File: config.mk
export PLATFORM = sky130hd
export DESIGN_NAME = uart_dump
export DESIGN_NICKNAME = d
export VERILOG_FILES = /design/src/rtl/uart_dump.sv
export SDC_FILE = /design/constraint.sdc
export NUM_CORES = 1
export LEC_CHECK = 0
export CORE_UTILIZATION = 50
export DETAILED_ROUTE_END_ITERATION = 10
export PLACE_DENSITY = 0.87
export SLEW_MARGIN = 20
export SYNTH_ARGS = -nofsm -noshare
export SYNTH_HDL_FRONTEND = slang
export SYNTH_SLANG_ARGS = --single-unit
export TNS_END_PERCENT = 50
File: constraint.sdc
create_clock -name clk_i -period 5.2 [get_ports clk_i]
set_input_delay 0.78 -clock clk_i [delete_from_list [all_inputs] [get_ports clk_i]]
set_output_delay 0.78 -clock clk_i [all_outputs]
set_load 0.1 [all_outputs]
File: src/rtl/uart_dump.sv
// uart_dump: debug read-back engine. Reads a block of words over the RIB
// master-1 read port and streams each word out of an 8N1 UART transmitter,
// least-significant byte first, with frames packed back-to-back.
module uart_dump #(
  parameter int BAUD_DIV = 434,
  parameter int CNT_W    = 16
) (
  input  logic             clk_i,
  input  logic             rst_n_i,
  input  logic             start_i,
  input  logic [31:0]      base_addr_i,
  input  logic [CNT_W-1:0] word_cnt_i,
  output logic             rib_rreq_o,
  output logic [31:0]      rib_raddr_o,
  input  logic [31:0]      rib_rdata_i,
  input  logic             rib_gnt_i,
  output logic             uart_tx,
  output logic             busy_o,
  output logic             done_o
);

  typedef enum logic [2:0] {
    IDLE  = 3'd0,
    READ  = 3'd1,
    START = 3'd2,
    DATA  = 3'd3,
    STOP  = 3'd4,
    DONE  = 3'd5
  } state_t;

  localparam logic [15:0] BAUD_LAST = 16'(BAUD_DIV - 1);

  state_t           state_reg, state_next;
  logic [31:0]      addr_reg, addr_next;
  logic [CNT_W-1:0] remaining_reg, remaining_next;
  logic [31:0]      word_reg, word_next;
  logic [1:0]       byte_reg, byte_next;
  logic [2:0]       bit_reg, bit_next;
  logic [15:0]      baud_reg, baud_next;
  logic             tx_reg, tx_next;
  logic             baud_end;

  // The two low address bits are deliberately dropped (word alignment).
  logic unused_addr_lsbs;
  assign unused_addr_lsbs = ^base_addr_i[1:0];

  assign baud_end = (baud_reg == BAUD_LAST);

  // State and datapath registers; reset parks the line high immediately.
  always_ff @(posedge clk_i or negedge rst_n_i) begin
    if (!rst_n_i) begin
      state_reg     <= IDLE;
      addr_reg      <= 32'd0;
      remaining_reg <= '0;
      word_reg      <= 32'd0;
      byte_reg      <= 2'd0;
      bit_reg       <= 3'd0;
      baud_reg      <= 16'd0;
      tx_reg        <= 1'b1;
    end else begin
      state_reg     <= state_next;
      addr_reg      <= addr_next;
      remaining_reg <= remaining_next;
      word_reg      <= word_next;
      byte_reg      <= byte_next;
      bit_reg       <= bit_next;
      baud_reg      <= baud_next;
      tx_reg        <= tx_next;
    end
  end

  // Next-state logic. addr_reg only changes when entering READ, so it doubles
  // as the RIB address and holds its value while no request is pending.
  always_comb begin
    state_next     = state_reg;
    addr_next      = addr_reg;
    remaining_next = remaining_reg;
    word_next      = word_reg;
    byte_next      = byte_reg;
    bit_next       = bit_reg;
    baud_next      = baud_reg;
    tx_next        = 1'b1;

    case (state_reg)
      IDLE: begin
        if (start_i) begin
          remaining_next = word_cnt_i;
          baud_next      = 16'd0;
          if (word_cnt_i == '0) begin
            state_next = DONE;
          end else begin
            addr_next  = {base_addr_i[31:2], 2'b00};
            state_next = READ;
          end
        end
      end
      READ: begin
        if (rib_gnt_i) begin
          word_next  = rib_rdata_i;
          byte_next  = 2'd0;
          bit_next   = 3'd0;
          baud_next  = 16'd0;
          state_next = START;
        end
      end
      START: begin
        if (baud_end) begin
          baud_next  = 16'd0;
          bit_next   = 3'd0;
          state_next = DATA;
        end else begin
          baud_next = baud_reg + 16'd1;
        end
      end
      DATA: begin
        if (baud_end) begin
          baud_next = 16'd0;
          if (bit_reg == 3'd7) begin
            state_next = STOP;
          end else begin
            bit_next = bit_reg + 3'd1;
          end
        end else begin
          baud_next = baud_reg + 16'd1;
        end
      end
      STOP: begin
        if (baud_end) begin
          baud_next = 16'd0;
          if (byte_reg != 2'd3) begin
            byte_next  = byte_reg + 2'd1;
            state_next = START;
          end else if (remaining_reg > CNT_W'(1)) begin
            remaining_next = remaining_reg - CNT_W'(1);
            addr_next      = addr_reg + 32'd4;
            state_next     = READ;
          end else begin
            state_next = DONE;
          end
        end else begin
          baud_next = baud_reg + 16'd1;
        end
      end
      DONE: begin
        state_next = IDLE;
      end
      default: begin
        state_next = IDLE;
      end
    endcase

    // Line level follows the state being entered so uart_tx is a clean flop.
    if (state_next == START) begin
      tx_next = 1'b0;
    end else if (state_next == DATA) begin
      tx_next = word_next[{byte_next, bit_next}];
    end
  end

  assign uart_tx     = tx_reg;
  assign rib_rreq_o  = (state_reg == READ);
  assign rib_raddr_o = addr_reg;
  assign busy_o      = (state_reg != IDLE);
  assign done_o      = (state_reg == DONE);

endmodule
==> flow_summary.json <==
{
  "synth_edf_count": 0,
  "clk_pin_slew_ns": 0.07,
  "met3WireLength_um": 1060,
  "ant_nets": 0,
  "grt_pass1_wl_um": 24300,
  "synth_compound_area_share_pct": 20.3,
  "drc_errors": 0,
  "dr.max_layer_used": "met4",
  "vias": 5678,
  "pre_cts_ws_ns": 1.73,
  "status": "complete, no violations",
  "synth_top_cell_by_area": "dfrtp_1",
  "core_area_um2": 11400,
  "fin_worst_skew_ns": 0.00526,
  "globalplace.congestion": 0.855,
  "ios": 120,
  "syn_inst": 693,
  "vdd_drop_max_v": 0.000640,
  "worstSkewPairLatency_ns": 0.35,
  "fin_crit_ns": 3.54,
  "power_leakage_uw": 0.00299,
  "synthAdderAreaFrac_pct": 1.29,
  "critPathKind": "flip-flop to flip-flop",
  "postSynthAreaPerCell_um2": 8.40,
  "clock_sinks": 103,
  "maxCapViolations": 0,
  "place_hpwl_um": 10500,
  "clock.fmax_mhz": 282,
  "ctsHoldBuffers": 0,
  "yosysMostFrequentCell": "nand2_1",
  "dr_wl_met2_um": 7680,
  "root_buffer": "clkbuf_16",
  "relSlewSlack_pct": 31.7,
  "clockBufferDepth": 2,
  "p_per_area_nw_per_um2": 616,
  "met1_length_um": 6400,
  "detail_route.wl_per_cell_um": 16.4,
  "cts_tree": "yes",
  "num_antenna_cells": 0,
  "synth_xor_area_share_pct": 1.05,
  "synthMuxAreaShare_pct": 4.67,
  "synth_commonest_cells": "119 x nand2_1, 102 x dfrtp_1, 84 x a21oi_1, 61 x nor2_1, 59 x o21ai_0",
  "crit_path_end_kind": "flip-flop",
  "ys_ff_latch": 103,
  "yosys.area_share.simple_pct": 24.5,
  "setup_viol": 0,
  "num-nets-final": 879,
  "cts_buffers": 9,
  "worst_slack_ns": 1.66,
  "die_w_um": 110,
  "yosysWarnings": 0,
  "crit_required_ns": 5.46,
  "hold_viol_final": 0,
  "r2r_slack_ns": 1.66,
  "track_usage_pct": 26.0,
  "grt_setup_unrepaired": "false",
  "largest_reg_flops": 32,
  "area_growth_pct": 27.3,
  "post-route-period-util_pct": 68.1,
  "cp_max_fo": 42,
  "dieArea_um2": 12100,
  "synth_cell_types": 62,
  "syn-cell-area_um2": 5820,
  "final_max_slew_viol_count": 0,
  "async_reset_ff_share_pct": 100,
  "grt_overflow": 0,
  "post-synth-top-area-fraction_pct": 43.9,
  "grt_antenna_before_repair": 0,
  "rows": 39,
  "cts_setup_buffers": 0,
  "hold_path_class": "primary input to async pin",
  "synth.area.top_cells": "dfrtp_1 44%, nand2_1 7.7%, a21oi_1 7.2%",
  "synth_flop_cell": "dfrtp_1",
  "path_cells": "inv_1, ha_1, nor3b_1, nand4_1, or3_1, a22o_1, nor2_4, o21ai_0, a22oi_1",
  "grt_max_degree": 76,
  "cts_resized": 0,
  "worstMarginPinSlew_ns": 1.01,
  "start_util_pct": 51.2,
  "worstSetupStartpointType": "flip-flop",
  "first_pass_iters": 6,
  "drive_gt1_share_pct": 6.30,
  "arrival_ns": 3.81,
  "seq_area_frac_synth_pct": 44.3,
  "grt_pass1_vias": 5247,
  "drt_iter0_drc": 594,
  "setup_tns_ns": 0,
  "critPathMaxStageDelay_ns": 0.78,
  "port_buffers": 115,
  "avgViaCountPerCell": 6.06,
  "crit_slowest_cell": "nor2_4",
  "fp.dieH_um": 110,
  "fill_cells": 932,
  "htree_levels": 3,
  "synth_top_family_by_area": "simple AND/OR/NAND/NOR gates",
  "wl_um": 15400
}
stage by stage:
stage               std cells  area [um2]  utilization, %  power, uW  hold WS, ns
floorplan                 694        5820               -       3070        0.436
global placement          921        7020            61.7       3580        0.454
detailed placement        921        7020            61.7       3670        0.458
CTS                       937        7400            65.1       4560        0.434
global route              937        7400            65.1       4800        0.450
finish                    937        7400            65.1       4560        0.421
layer usage:
metal  vias to the layer above  track usage (%)
li1                       2684                -
met5                         -                0
met3                        25             5.99
met1                      2710             32.1
met2                       259             45.4
met4                         0             6.95
path summary, 6_finish.rpt:
| check | endpoint | start | depth (start not counted) |
|---|---|---|---|
| setup / recovery | rib_raddr_o[5] | baud_reg[1] | 9 |
| hold / removal | remaining_reg[11] | rst_n_i | 1 |
| setup reg to reg | rib_raddr_o[5] | baud_reg[1] | 9 |
| hold reg to reg | word_reg[21] | word_reg[21] | 2 |
| max in group asynchronous | baud_reg[11] | rst_n_i | 2 |
| min in group clk_i | word_reg[21] | word_reg[21] | 2 |
worst max-delay path, delay by kind of cell, from the launching register on:
kind	cells	cell delay [ns]
AOI/OAI and AO/OA	3	0.84
adders and majority gates	1	0.13
buffers and inverters	1	0.07
DFF	1	0.42
and+or+nand+nor	4	1.99
placed cells by master, fill, tap and decap left out, drive strengths merged, types with 11 or more instances in the layout:
cell	count
nor2	62
or3	14
o21ai	62
a21oi	85
inv	13
nand3	23
nand4	12
mux2	14
dfrtp	102
o22ai	12
mux2i	11
nand2	119
nor3	29
clkdlybuf4s50	114
power by group:
group / internal (uW) / switching [uW]
registers: 1130 / 307
clock network: 568 / 304
logic: 660 / 1600
total: 2360 / 2210
cell families (layout without fill, tap and decap cells):
logic type,after synthesis,after routing
fa+ha+maj,6,6
buf+inv,49,149
other cells,1,2
xor+xnor,7,7
flops,103,103
simple gates,301,301
mux,25,25
compound gates,201,201
area by class of cell:
| class | count | area (um2) | share of cell area [%] |
|---|---|---|---|
| tap | 143 | 179 | 2.42 |
| clock inverter | 6 | 158 | 2.13 |
| timing repair buffer | 120 | 1190 | 16.0 |
| inverter | 13 | 48.8 | 0.659 |
| multi-input combinational | 542 | 3030 | 40.9 |
| sequential | 103 | 2580 | 34.8 |
| clock buffer | 10 | 229 | 3.09 |
Note: power is estimated with default switching activity, not from simulation.
==> RTL change: new RTL, same settings <==
`BAUD_DIV`: 434 -> 217.
--- a/src/rtl/uart_dump.sv
+++ b/src/rtl/uart_dump.sv
@@ -4,3 +4,3 @@
 module uart_dump #(
-  parameter int BAUD_DIV = 434,
+  parameter int BAUD_DIV = 217,
   parameter int CNT_W    = 16
Formal check against the unedited RTL: no difference found for any inputs over 10 cycles, from zero or initial values and one cycle with rst_n_i low; that may be too few to reach the edited logic, so the function may still have changed.
==> RTL change against the original RTL <==
Power is 3.8% lower. Design area is 1.6% lower. Core utilization is 0.65 points higher. Wire length is 4.9% lower. Via count is 5.8% lower. Setup slack better by 0.12 ns. Clock skew is 0.0025 ns higher. Global-route usage is 0.63 points lower. Sequential cell count stayed put. Synthesized area is 0.56% lower. Fmax is 3.5% higher. Highest routed layer unchanged.
==> RTL change: results (changes against the original RTL) <==
DR vias 5,346 (-5.8%); Nets 834 (-5.1%); HPWL after detailed placement 10.48 mm (-0.41%); Lkg Pwr 2.919 nW (-2.2%); Reg2Reg Launch Point baud_reg[0]$_DFFE_PN0P_; xor/xnor share of the synthesized area 1.060% (+0.0059 points); Synth area leaders dfrtp_1 (44%), a21oi_1 (6.1%), o21ai_0 (6.1%); Setup Skew 0.007723 ns (+0.002460 ns); reg2reg path depth 11 (+2); Tot GR Track Use 25.34% (-0.63 points); count of cell types in the netlist 63 (+1.6%); CP max stage delay 1.25 ns (+0.47 ns); layout cells sized above 1 9.079% (+2.8 points); largest net degree at the start of global routing 74 (-2.6%); sequential share of the synthesized area 44.57% (+0.25 points); Pre-antenna DRT Iters 5 (-1); max_slew headroom 32.43% (+0.68 points); DR iter-0 viols 485 (-18%); placed cell count 873 (-5.2%); R2R Path End rib_raddr_o[13]$_DFFE_PN0P_; Worst Setup SP state_reg[0]$_DFF_PN0_; Post-Synth Adder-Cell Area 1.298% (+0.0073 points); slowest cell on the critical path clkdlybuf4s50_1; r2r setup slk 1.79 ns (+0.13 ns); WP data arrival 2.64 ns (-1.17 ns); status complete, no violations; Vias/cell 6.013 (-0.76%); fillcell total 907 (-2.7%); Syn Area/Cell 8.942 sq um (+6.5%); CP Max Fanout 12 (-71%); Final Wtd Congestion 0.8771 (+2.6%)
RTL change: changes by cell type in the layout (fill, tap and decap cells not counted), sizes merged, moves of 4 or more:
cell,unedited run,this run
a21oi,85,72
a32oi,5,1
mux2,14,32
mux2i,11,24
nand2,119,76
nand3,23,27
nor2,62,55
nor3,29,14
o21ai,62,71
o22ai,12,17
o32ai,6,1
or3,14,5
RTL change: stage by stage:
| step | util, % | worst slack (ns) | area (sq um) | power (mW) |
|---|---|---|---|---|
| after CTS | 65.78 | 1.793 | 7287 | 4.396 |
| final | 65.78 | 1.776 | 7287 | 4.392 |
| after global routing | 65.78 | 1.391 | 7287 | 4.629 |
| after floorplan | - | 0.6876 | 5789 | 3.095 |
| after detailed placement | 62.93 | 1.700 | 6972 | 3.672 |
| after global placement | 62.93 | 1.796 | 6972 | 3.570 |
RTL change: cells by family (layout without fill, tap and decap cells):
logic type      Yosys count  in the layout
buf+inv                  49            150
flops                   103            103
simple gates            238            238
compound gates          187            187
other cells               1              2
mux                      56             56
xor+xnor                  7              7
fa+ha+maj                 6              6
RTL change: per-layer routing:
layer  track usage [%]  share of wire [%]
met5                 0                  0
met4             8.095                1.9
met3             3.853                5.6
met2             43.85                 51
met1             32.56                 42
RTL change: worst max-delay path by stage:
stage	end	slack, ns
after detailed placement	uart_tx$_DFF_PN1_	1.70
after floorplan	uart_tx$_DFF_PN1_	0.69
after global placement	uart_tx$_DFF_PN1_	1.80
after global routing	rib_raddr_o[13]$_DFFE_PN0P_	1.39
final	rib_rreq_o	1.78
after CTS	rib_rreq_o	1.79
RTL change: layout make-up:
type                       count  area, sq um  area share [%]
clock buffer                  11        232.7           3.194
clock inverter                 5        82.58           1.133
inverter                      14        52.55          0.7212
multi-input combinational    496         2979           40.88
sequential                   103         2579           35.39
tap                          140        175.2           2.404
timing repair buffer         120         1186           16.28
RTL change: where the power goes:
group | switching, mW | total [mW] | internal, mW
Clock | 0.297 | 0.720 | 0.423
Sequential | 0.276 | 1.41 | 1.13
Combinational | 1.56 | 2.27 | 0.706
Total | 2.13 | 4.39 | 2.26
